File: config.mk
export PLATFORM = sky130hd
export DESIGN_NAME = mem_wait_unit_flat
export DESIGN_NICKNAME = d
export VERILOG_FILES = /design/src/rtl/mem_wait_unit_if.sv /design/src/rtl/mem_wait_unit.sv /design/src/flat_wrapper.sv
export SDC_FILE = /design/constraint.sdc
export NUM_CORES = 2
export LEC_CHECK = 0
export BUFFER_PORTS_ARGS = -buffer_cell sky130_fd_sc_hd__buf_2
export CORE_MARGIN = 10
export CORE_UTILIZATION = 45
export CTS_BUF_LIST = sky130_fd_sc_hd__clkbuf_4
export DETAILED_ROUTE_END_ITERATION = 6
export PLACE_DENSITY = 0.63
export SLEW_MARGIN = 20
export SYNTH_ARGS = -nofsm -noshare
export SYNTH_HDL_FRONTEND = slang
export SYNTH_SLANG_ARGS = --single-unit
export TNS_END_PERCENT = 50
File: constraint.sdc
create_clock -name clk -period 4.8 [get_ports clk]
set_clock_uncertainty 0.15 [all_clocks]
set_input_delay 0.24 -clock clk [delete_from_list [all_inputs] [get_ports clk]]
set_output_delay 0.24 -clock clk [all_outputs]
set_load 0.03 [all_outputs]
File: src/rtl/mem_wait_unit_if.sv
// Bus between the EXE/MEM register side of the pipeline and mem_wait_unit.
// master: pipeline side, drives the *_input signals and store data.
// slave : mem_wait_unit, drives ready, gated enables, pass-throughs and load data.
interface mem_wait_unit_if;
  logic        mem_r_en_input;
  logic        mem_w_en_input;
  logic        wb_en_input;
  logic [3:0]  dest_input;
  logic [31:0] alu_res_input;
  logic [31:0] val_rm_i;

  logic        ready;
  logic        wb_en_output;
  logic        mem_r_en_output;
  logic [3:0]  dest_output;
  logic [31:0] alu_res_output;
  logic [31:0] data_mem_output;

  modport master (
    output mem_r_en_input, mem_w_en_input, wb_en_input, dest_input,
           alu_res_input, val_rm_i,
    input  ready, wb_en_output, mem_r_en_output, dest_output,
           alu_res_output, data_mem_output
  );

  modport slave (
    input  mem_r_en_input, mem_w_en_input, wb_en_input, dest_input,
           alu_res_input, val_rm_i,
    output ready, wb_en_output, mem_r_en_output, dest_output,
           alu_res_output, data_mem_output
  );
endinterface

File: src/rtl/mem_wait_unit.sv
// mem_wait_unit: memory stage with a slow word-addressed SRAM model.
// Every load/store takes WAIT_STATES stall cycles (ready = 0) followed by one
// DONE cycle (ready = 1). Write-back and read enables are gated by ready so
// the MEM/WB register captures bubbles while the pipeline is frozen.
// Ports:
//   clk  - clock, rising edge
//   rst  - synchronous active-high reset
//   bus  - mem_wait_unit_if.slave: request inputs, ready, gated enables,
//          dest/alu pass-through, registered load data
// Optional: define MEM_WRITE_BUFFER_EN to compile in a one-entry posted
// write buffer that accepts stores without stalling and drains them after
// WAIT_STATES + 1 cycles.
module mem_wait_unit #(
  parameter int unsigned DEPTH       = 64,
  parameter int unsigned WAIT_STATES = 5,
  parameter int unsigned BASE_ADDR   = 1024
) (
  input  logic            clk,
  input  logic            rst,
  mem_wait_unit_if.slave  bus
);
  localparam int unsigned AW   = $clog2(DEPTH);
  localparam logic [3:0]  LAST = 4'(WAIT_STATES - 1);

  typedef enum logic [1:0] {IDLE, WAIT, DONE} state_t;

  state_t      state_q, state_d;
  logic [3:0]  cnt_q, cnt_d;
  logic [31:0] data_q, data_d;
  logic [31:0] mem_q [DEPTH];

  logic          req, is_store;
  logic [AW-1:0] idx;
  logic          mem_we;
  logic [AW-1:0] mem_widx;
  logic [31:0]   mem_wdata;
  logic          post;       // store accepted straight into the write buffer
  logic          ready;

  assign req      = bus.mem_r_en_input | bus.mem_w_en_input;
  assign is_store = bus.mem_w_en_input;   // both bits set behaves as a store
  // Wraps on the low index bits; byte offset bits [1:0] are dropped.
  assign idx      = AW'((bus.alu_res_input - 32'(BASE_ADDR)) >> 2);

`ifdef MEM_WRITE_BUFFER_EN
  logic          wbuf_busy_q, wbuf_busy_d;
  logic [3:0]    wbuf_cnt_q, wbuf_cnt_d;
  logic [AW-1:0] wbuf_idx_q, wbuf_idx_d;
  logic [31:0]   wbuf_data_q, wbuf_data_d;
  logic          drain;

  assign post  = (state_q == IDLE) & is_store & ~wbuf_busy_q;
  // Counter starts at 1 on the accept edge, so the drain edge is the one
  // that ends cycle WAIT_STATES, matching the unbuffered store commit.
  assign drain = wbuf_busy_q & (wbuf_cnt_q == 4'(WAIT_STATES));
`else
  assign post  = 1'b0;
`endif

  // State register
  always_ff @(posedge clk) begin
    if (rst) begin
      state_q <= IDLE;
      cnt_q   <= '0;
      data_q  <= '0;
`ifdef MEM_WRITE_BUFFER_EN
      wbuf_busy_q <= 1'b0;
      wbuf_cnt_q  <= '0;
      wbuf_idx_q  <= '0;
      wbuf_data_q <= '0;
`endif
    end else begin
      state_q <= state_d;
      cnt_q   <= cnt_d;
      data_q  <= data_d;
`ifdef MEM_WRITE_BUFFER_EN
      wbuf_busy_q <= wbuf_busy_d;
      wbuf_cnt_q  <= wbuf_cnt_d;
      wbuf_idx_q  <= wbuf_idx_d;
      wbuf_data_q <= wbuf_data_d;
`endif
    end
  end

  // Array is not cleared by reset; reset only blocks a pending commit.
  always_ff @(posedge clk) begin
    if (!rst && mem_we) mem_q[mem_widx] <= mem_wdata;
  end

  // Next-state logic
  always_comb begin
    state_d   = state_q;
    cnt_d     = cnt_q;
    data_d    = data_q;
    mem_we    = 1'b0;
    mem_widx  = idx;
    mem_wdata = bus.val_rm_i;
    unique case (state_q)
      IDLE: begin
        // ready (computed below) is 0 here exactly when the FSM may start
        // or when the request is held off by a busy write buffer.
        if (req && !post && ready == 1'b0 && !(state_q != IDLE)) begin
`ifdef MEM_WRITE_BUFFER_EN
          if (!wbuf_busy_q) begin
`else
          begin
`endif
            cnt_d = 4'd1;
            if (WAIT_STATES == 1) begin
              state_d = DONE;
              if (!is_store) data_d = mem_q[idx];
            end else begin
              state_d = WAIT;
            end
          end
        end
      end
      WAIT: begin
        cnt_d = cnt_q + 4'd1;
        if (cnt_q == LAST) begin
          state_d = DONE;
          if (!is_store) data_d = mem_q[idx];
        end
      end
      DONE: begin
        if (is_store) mem_we = 1'b1;
        state_d = IDLE;
      end
      default: state_d = IDLE;
    endcase

`ifdef MEM_WRITE_BUFFER_EN
    wbuf_busy_d = wbuf_busy_q;
    wbuf_cnt_d  = wbuf_cnt_q;
    wbuf_idx_d  = wbuf_idx_q;
    wbuf_data_d = wbuf_data_q;
    if (wbuf_busy_q) begin
      wbuf_cnt_d = wbuf_cnt_q + 4'd1;
      if (drain) wbuf_busy_d = 1'b0;
    end
    if (post) begin
      wbuf_busy_d = 1'b1;
      wbuf_cnt_d  = 4'd1;
      wbuf_idx_d  = idx;
      wbuf_data_d = bus.val_rm_i;
    end
    if (drain) begin
      mem_we    = 1'b1;
      mem_widx  = wbuf_idx_q;
      mem_wdata = wbuf_data_q;
    end
`endif
  end

  // Output logic
  always_comb begin
    ready = 1'b1;
    unique case (state_q)
      IDLE:    ready = ~req | post;
      WAIT:    ready = 1'b0;
      DONE:    ready = 1'b1;
      default: ready = 1'b1;
    endcase
    bus.ready           = ready;
    bus.wb_en_output    = bus.wb_en_input & ready;
    bus.mem_r_en_output = bus.mem_r_en_input & ready;
    bus.dest_output     = bus.dest_input;
    bus.alu_res_output  = bus.alu_res_input;
    bus.data_mem_output = data_q;
  end
endmodule

File: src/flat_wrapper.sv
// flat-port wrapper written by rule: the top's interface ports become plain ports
module mem_wait_unit_flat 
#(
  parameter int unsigned DEPTH       = 64,
  parameter int unsigned WAIT_STATES = 5,
  parameter int unsigned BASE_ADDR   = 1024
)
  (clk, rst, bus_mem_r_en_input, bus_mem_w_en_input, bus_wb_en_input, bus_dest_input, bus_alu_res_input, bus_val_rm_i, bus_ready, bus_wb_en_output, bus_mem_r_en_output, bus_dest_output, bus_alu_res_output, bus_data_mem_output);
  mem_wait_unit_if bus_i ();
  input  logic clk;
  input  logic rst;
  input wire logic [$bits(bus_i.mem_r_en_input)-1:0] bus_mem_r_en_input;
  input wire logic [$bits(bus_i.mem_w_en_input)-1:0] bus_mem_w_en_input;
  input wire logic [$bits(bus_i.wb_en_input)-1:0] bus_wb_en_input;
  input wire logic [$bits(bus_i.dest_input)-1:0] bus_dest_input;
  input wire logic [$bits(bus_i.alu_res_input)-1:0] bus_alu_res_input;
  input wire logic [$bits(bus_i.val_rm_i)-1:0] bus_val_rm_i;
  output wire logic [$bits(bus_i.ready)-1:0] bus_ready;
  output wire logic [$bits(bus_i.wb_en_output)-1:0] bus_wb_en_output;
  output wire logic [$bits(bus_i.mem_r_en_output)-1:0] bus_mem_r_en_output;
  output wire logic [$bits(bus_i.dest_output)-1:0] bus_dest_output;
  output wire logic [$bits(bus_i.alu_res_output)-1:0] bus_alu_res_output;
  output wire logic [$bits(bus_i.data_mem_output)-1:0] bus_data_mem_output;
  assign bus_i.mem_r_en_input = bus_mem_r_en_input;
  assign bus_i.mem_w_en_input = bus_mem_w_en_input;
  assign bus_i.wb_en_input = bus_wb_en_input;
  assign bus_i.dest_input = bus_dest_input;
  assign bus_i.alu_res_input = bus_alu_res_input;
  assign bus_i.val_rm_i = bus_val_rm_i;
  assign bus_ready = bus_i.ready;
  assign bus_wb_en_output = bus_i.wb_en_output;
  assign bus_mem_r_en_output = bus_i.mem_r_en_output;
  assign bus_dest_output = bus_i.dest_output;
  assign bus_alu_res_output = bus_i.alu_res_output;
  assign bus_data_mem_output = bus_i.data_mem_output;
  mem_wait_unit #(.DEPTH(DEPTH), .WAIT_STATES(WAIT_STATES), .BASE_ADDR(BASE_ADDR)) u_core (.clk(clk), .rst(rst), .bus(bus_i));
endmodule
======== Yosys cells after proc, flatten, opt, wreduce, memory -nomap -nowiden ========
Memories as Yosys holds them, arrays and structs flattened. A register that Yosys moved wholly into a read port is not among the register bits.
Cells that the tools add are included.
word-level totals
  bits in registers ....................... 6
  bits in writable memories ............... 2048
  input port bits ......................... 73
  output and inout port bits .............. 71
  word-level logic and storage cells ...... 37
  memories ................................ 1
operators by class
  add/subtract/negate cells ............... 2
  equal/unequal tests ..................... 5
  multiplexer cells ....................... 10
  bitwise logic cells ..................... 6
  reduce and logical (&&, ||, !) cells .... 11
memory list
  memory        depth  bits a word  read ports  clocked after Yosys merged registers in  write ports  RTL line             RTL
  u_core.mem_q  64     32           1           1                                        1            mem_wait_unit.sv:30  logic [31:0] mem_q [DEPTH];
operators by type and width
  cell                                                                count
  4-bit one-hot mux with 2 select lines                               1
  8-bit by 1-bit subtractor with 8-bit output, second input constant  1
  4-bit by 1-bit adder with 4-bit output, second input constant       1
  4-bit by 3-bit == test with 1-bit output, second input constant     1
  1-bit two-way mux                                                   4
  2-bit two-way mux                                                   2
  4-bit two-way mux                                                   1
  2-bit by 1-bit != test with 1-bit output, second input constant     2
  2-bit one-hot mux with 2 select lines                               1
  2-bit AND reduction                                                 2
  2-bit nonzero test                                                  2
  1-bit logical AND                                                   3
  1-bit inverter                                                      3
  3-bit AND reduction                                                 1
  1-bit AND                                                           2
  2-bit by 1-bit == test with 1-bit output, second input constant     1
  2-bit == test, second input constant                                1
  1-bit logical NOT                                                   2
  2-bit logical NOT                                                   1
  1-bit one-hot mux with 2 select lines                               1
  1-bit OR                                                            1

======== Depth between registers and ports, before layout ========
  depth in word-level cells ............... 8
  gate-level depth with buffers ........... 11
  gate-level depth less buffers ........... 8

======== Worst setup path before layout ========
OpenSTA, ideal clock, no wires.
  path kind ............................... input to register
  start point ............................. in bus_alu_res_input[4]
  end point ............................... mem u_core.mem_q[15][0], enable pin
  setup time .............................. 421 ps
  arrival ................................. 2960 ps
  required time ........................... 4229 ps
  path slack .............................. 1269 ps
  cell stages on the path ................. 8
  buffers on the path ..................... 5
  cell sequence ........................... buf_4 buf_2 buf_4 buf_4 clkbuf_1 and2_1 nand2_1 nor2_1
on the way
  word-level cells in the longest chain between the ends .. 1
ends and longest elaborated chain
  element                                      RTL line             RTL
  start: declaration                           flat_wrapper.sv:16   input wire logic [$bits(bus_i.alu_res_input)-1:0] bus_alu_res_input;
  8-bit by 1-bit subtractor with 8-bit output  mem_wait_unit.sv:43  assign idx = AW'((bus.alu_res_input - 32'(BASE_ADDR)) >> 2);
  end: declaration                             mem_wait_unit.sv:30
Every way passes these cells.

======== Worst setup path in the final report ========
  start point ............................. reg u_core.cnt_q[0]
  end point ............................... reg u_core.data_q[30] (netlist: u_core.bus.data_mem_output[30]), read port of u_core.mem_q
on the way
  word-level cells in the longest chain between the ends .. 2
ends and longest elaborated chain
  element                                   RTL line              RTL
  start: declaration                        mem_wait_unit.sv:28   logic [3:0] cnt_q, cnt_d;
  start signal: assignment                  mem_wait_unit.sv:74   cnt_q <= cnt_d;
  4-bit by 3-bit == test with 1-bit output  mem_wait_unit.sv:120  if (cnt_q == LAST) begin
  3-bit AND reduction (no source line)      n/a
  end: declaration                          mem_wait_unit.sv:29   logic [31:0] data_q, data_d;
Every way passes these cells.
A chain may end at the register's enable or synchronous reset.

==> summary.md <==
| Metric | Value |
|---|---|
| Critical Path End Type | `register` |
| Starting Density | `0.453` |
| Gate Count Post-Synth | `4093` |
| Max-Cap Viols | `0` |
| Mux cell area share after synthesis | `0.110` |
| Clock Power Share | `0.402` |
| Worst Hold Slack | `121 ps` |
| Seq pwr share | `0.546` |
| Die ar. | `194000 um^2` |
| Pin count of the biggest net entering global routing | `72` |
| Clock tree sinks | `2086` |
| Synth top cells by count | `2048 x edfxtp_1, 278 x mux2i_1, 247 x a221oi_1, 242 x mux4_2, 208 x nor2_1` |
| Final period util | `0.825` |
| Number of global-route vias before repair | `45769` |
| DR vias | `46014` |
| Max IR drop VDD | `0.000201 V` |
| Initial DRC Count | `6800` |
| Pint | `28.4 mW` |
| Die height | `441 um` |
| I/O Buffers | `83` |
| CTS tree | `yes` |
| Fin. Hold Viols | `0` |
| Clock Tree Buf Depth | `4` |
| GPL Wtd Cong | `0.884` |
| Startpoint types | `register` |
| Final HPWL DP | `140 mm` |
| FFs w/ async S/R, synth | `0` |
| Skew-Pair Late Insertion Delay | `1320 ps` |
| Max-slew headroom | `0.239` |
| Sequential-to-total area share from yosys stat | `0.781` |
| Die width | `441 um` |
| Post-synthesis simple-gate area fraction | `0.0217` |
| Largest family of logic cells by synthesized area | `multiplexers` |
| Htree depth | `6` |
| LEAKAGE | `29.9 nW` |
| Nets | `4806` |
| Core Area | `176000 um^2` |
| DRC viols | `0` |
| Vias per Instance | `6.21` |
| Fillcell total | `14187` |
| CP max stage cell | `or4_1` |
| Net Sw Frac | `0.225` |
| Fraction of layout cells with a size suffix above 1 | `0.295` |
| Hold Path Depth | `3` |
| Post-DR wirelength/cell | `32.6 um` |
| NetSw | `8.25 mW` |
| P&R area growth vs syn | `14.9%` |
| Global route hottest layer | `met2` |
| Initial antenna violation count | `14` |
| Final setup violation count | `0` |
| Least-Margin Pin Slew | `1140 ps` |
| Syn Area/Cell | `19.5 um^2` |
| WP data arrival | `5020 ps` |
| Global Route Usage Sum | `0.245` |
| Crit-path cells | `inv_1 > ha_1 > nand3_2 > or4_1 > buf_4 > a21oi_1 > nand4_1 > o31a_1 > dlygate4sd3_1` |
| Worst hold path class | `in -> reg` |
| Post-cts hold buffer count | `84` |
| Row count | `154` |
| Clock root buffer | `clkbuf_4` |
| Total grt overflow | `0` |
| EDFF count, synth | `2048` |
| I/O pin count | `144` |
| Combinational fraction of design power | `0.052` |
| Cell Area, Synth | `79800 um^2` |
| CTS buffer count | `545` |
| Worst path required time | `5860 ps` |
| R2R depth | `9` |
| Total iterations of the first detailed-routing run | `6` |
| Syn. warnings | `0` |
| Setup TNS | `0 ps` |
| Post-CTS sizing | `0` |
| Reg clk slew, reported paths | `70 ps` |
| Status | `complete, no violations` |
| Final Max Tran Viols | `0` |
| #FFs+latches synth | `2086` |
| GRT met2 Usage | `0.378` |
| Post-CTS Setup Bufs | `0` |
| Tmin final | `3960 ps` |
| GR Util met1 | `0.329` |
| Syn Nets | `4168` |
| Slowest Stage Delay on Critical Path | `960 ps` |
| Routed Antenna Nets | `0` |
| Fmax | `252 MHz` |
| Synth top area share | `0.771` |
| Power Dens Cells | `400 nW/um^2` |
| RSZ-0062 raised after global routing | `no` |
| Synth top area cells | `edfxtp_1 77%, mux4_2 6.8%, mux2i_1 3.5%` |
| Synth cell types | `71` |
| Adder-Cell Fraction of Synth Area | `0.000314` |
| Met3 usage | `0.0671` |
| Drt total wl | `242 mm` |
| Global-route wire length before repair | `340 mm` |
| Synth Area in XOR/XNOR | `0` |
| Synth Area in Compound Gates | `0.0667` |
| Top-count cell post-synth | `edfxtp_1` |
| Top fanout value on the critical path | `11` |
| Kind of critical path | `reg -> reg` |
| Yosys top cell by area | `edfxtp_1` |
| Synth Flop Type | `edfxtp_1` |
[sequential cells by signal, indices dropped and copies added (netlist names)]
signal / cells
u_core.cnt_q: 4
u_core.state_q: 2
u_core.mem_q: 2048
u_core.bus.data_mem_output: 32
[kinds of logic after synthesis]
kind of cell / after synthesis
AND/OR/NAND/NOR: 394
multiplexers: 565
AO/OA/AOI/OAI: 734
adder cells (fa/ha/maj): 2
flip-flops: 2086
buffers and inverters: 312
[per-stage QoR]
step	cell area, um^2	power, mW	setup slack [ps]	utilization	instances
final	91600	36.6	840	0.520	7415
after global routing	91600	37.9	633	0.520	7414
after CTS	91600	36.8	667	0.520	7410
after detailed placement	84200	22.2	1130	0.478	6438
after global placement	84100	22.2	982	0.478	6436
after floorplan	79800	21.3	1270	-	4093
[placed cells by master, fill, tap and decap left out, types with 89 or more instances in the layout]
cell,synthesis,final
edfxtp_1,2048,2048
a221oi_1,247,247
buf_4,79,202
clkbuf_4,0,780
nand2_1,94,94
mux4_2,242,242
a22oi_1,89,89
nor2_1,208,142
o21ai_0,106,106
mux2i_1,278,278
[critical path: cells and delay by family (launching register included)]
| family | cells | cell delay [ps] |
|---|---|---|
| compound gates | 2 | 660 |
| fa+ha+maj | 1 | 150 |
| buf+inv | 3 | 1070 |
| flops | 1 | 350 |
| simple gates | 3 | 1440 |
[area by class of cell]
cell class	count	area (um^2)	share of cell area
antenna	3	7.51	0.0000819
sequential	2086	62300	0.680
timing repair buffer	396	3540	0.0386
clock buffer	780	5860	0.0639
inverter	7	33.8	0.000369
multi-input combinational	1695	16400	0.179
tap	2340	2930	0.0320
clock inverter	108	599	0.00654
[power by group through the flow]
stage / logic [mW] / registers, mW / clock network, mW
2_1_floorplan: 0.951 / 20.4 / 0
3_3_place_gp: 1.78 / 20.4 / 0
3_5_place_dp: 1.81 / 20.4 / 0
4_1_cts: 1.88 / 20.0 / 15.0
5_1_grt: 1.99 / 20.0 / 15.9
6_report: 1.91 / 20.0 / 14.7
[path summary, 6_finish.rpt]
kind	start	end	slack [ps]
max	u_core.cnt_q[0]$_SDFFE_PP0P_	u_core.bus.data_mem_output[30]$_SDFFE_PP0P_	840
min	bus_val_rm_i[26]	u_core.mem_q[41][26]$_DFFE_PP_	120
max reg2reg	u_core.cnt_q[0]$_SDFFE_PP0P_	u_core.bus.data_mem_output[30]$_SDFFE_PP0P_	840
min reg2reg	u_core.cnt_q[0]$_SDFFE_PP0P_	u_core.cnt_q[0]$_SDFFE_PP0P_	380
[layer usage]
layer,wire [um],vias up
met4,9240,0
li1,-,18634
met2,114000,3095
met1,91600,23757
met3,27500,528
met5,0,-
No activity file was read; power rests on OpenSTA's default activity.
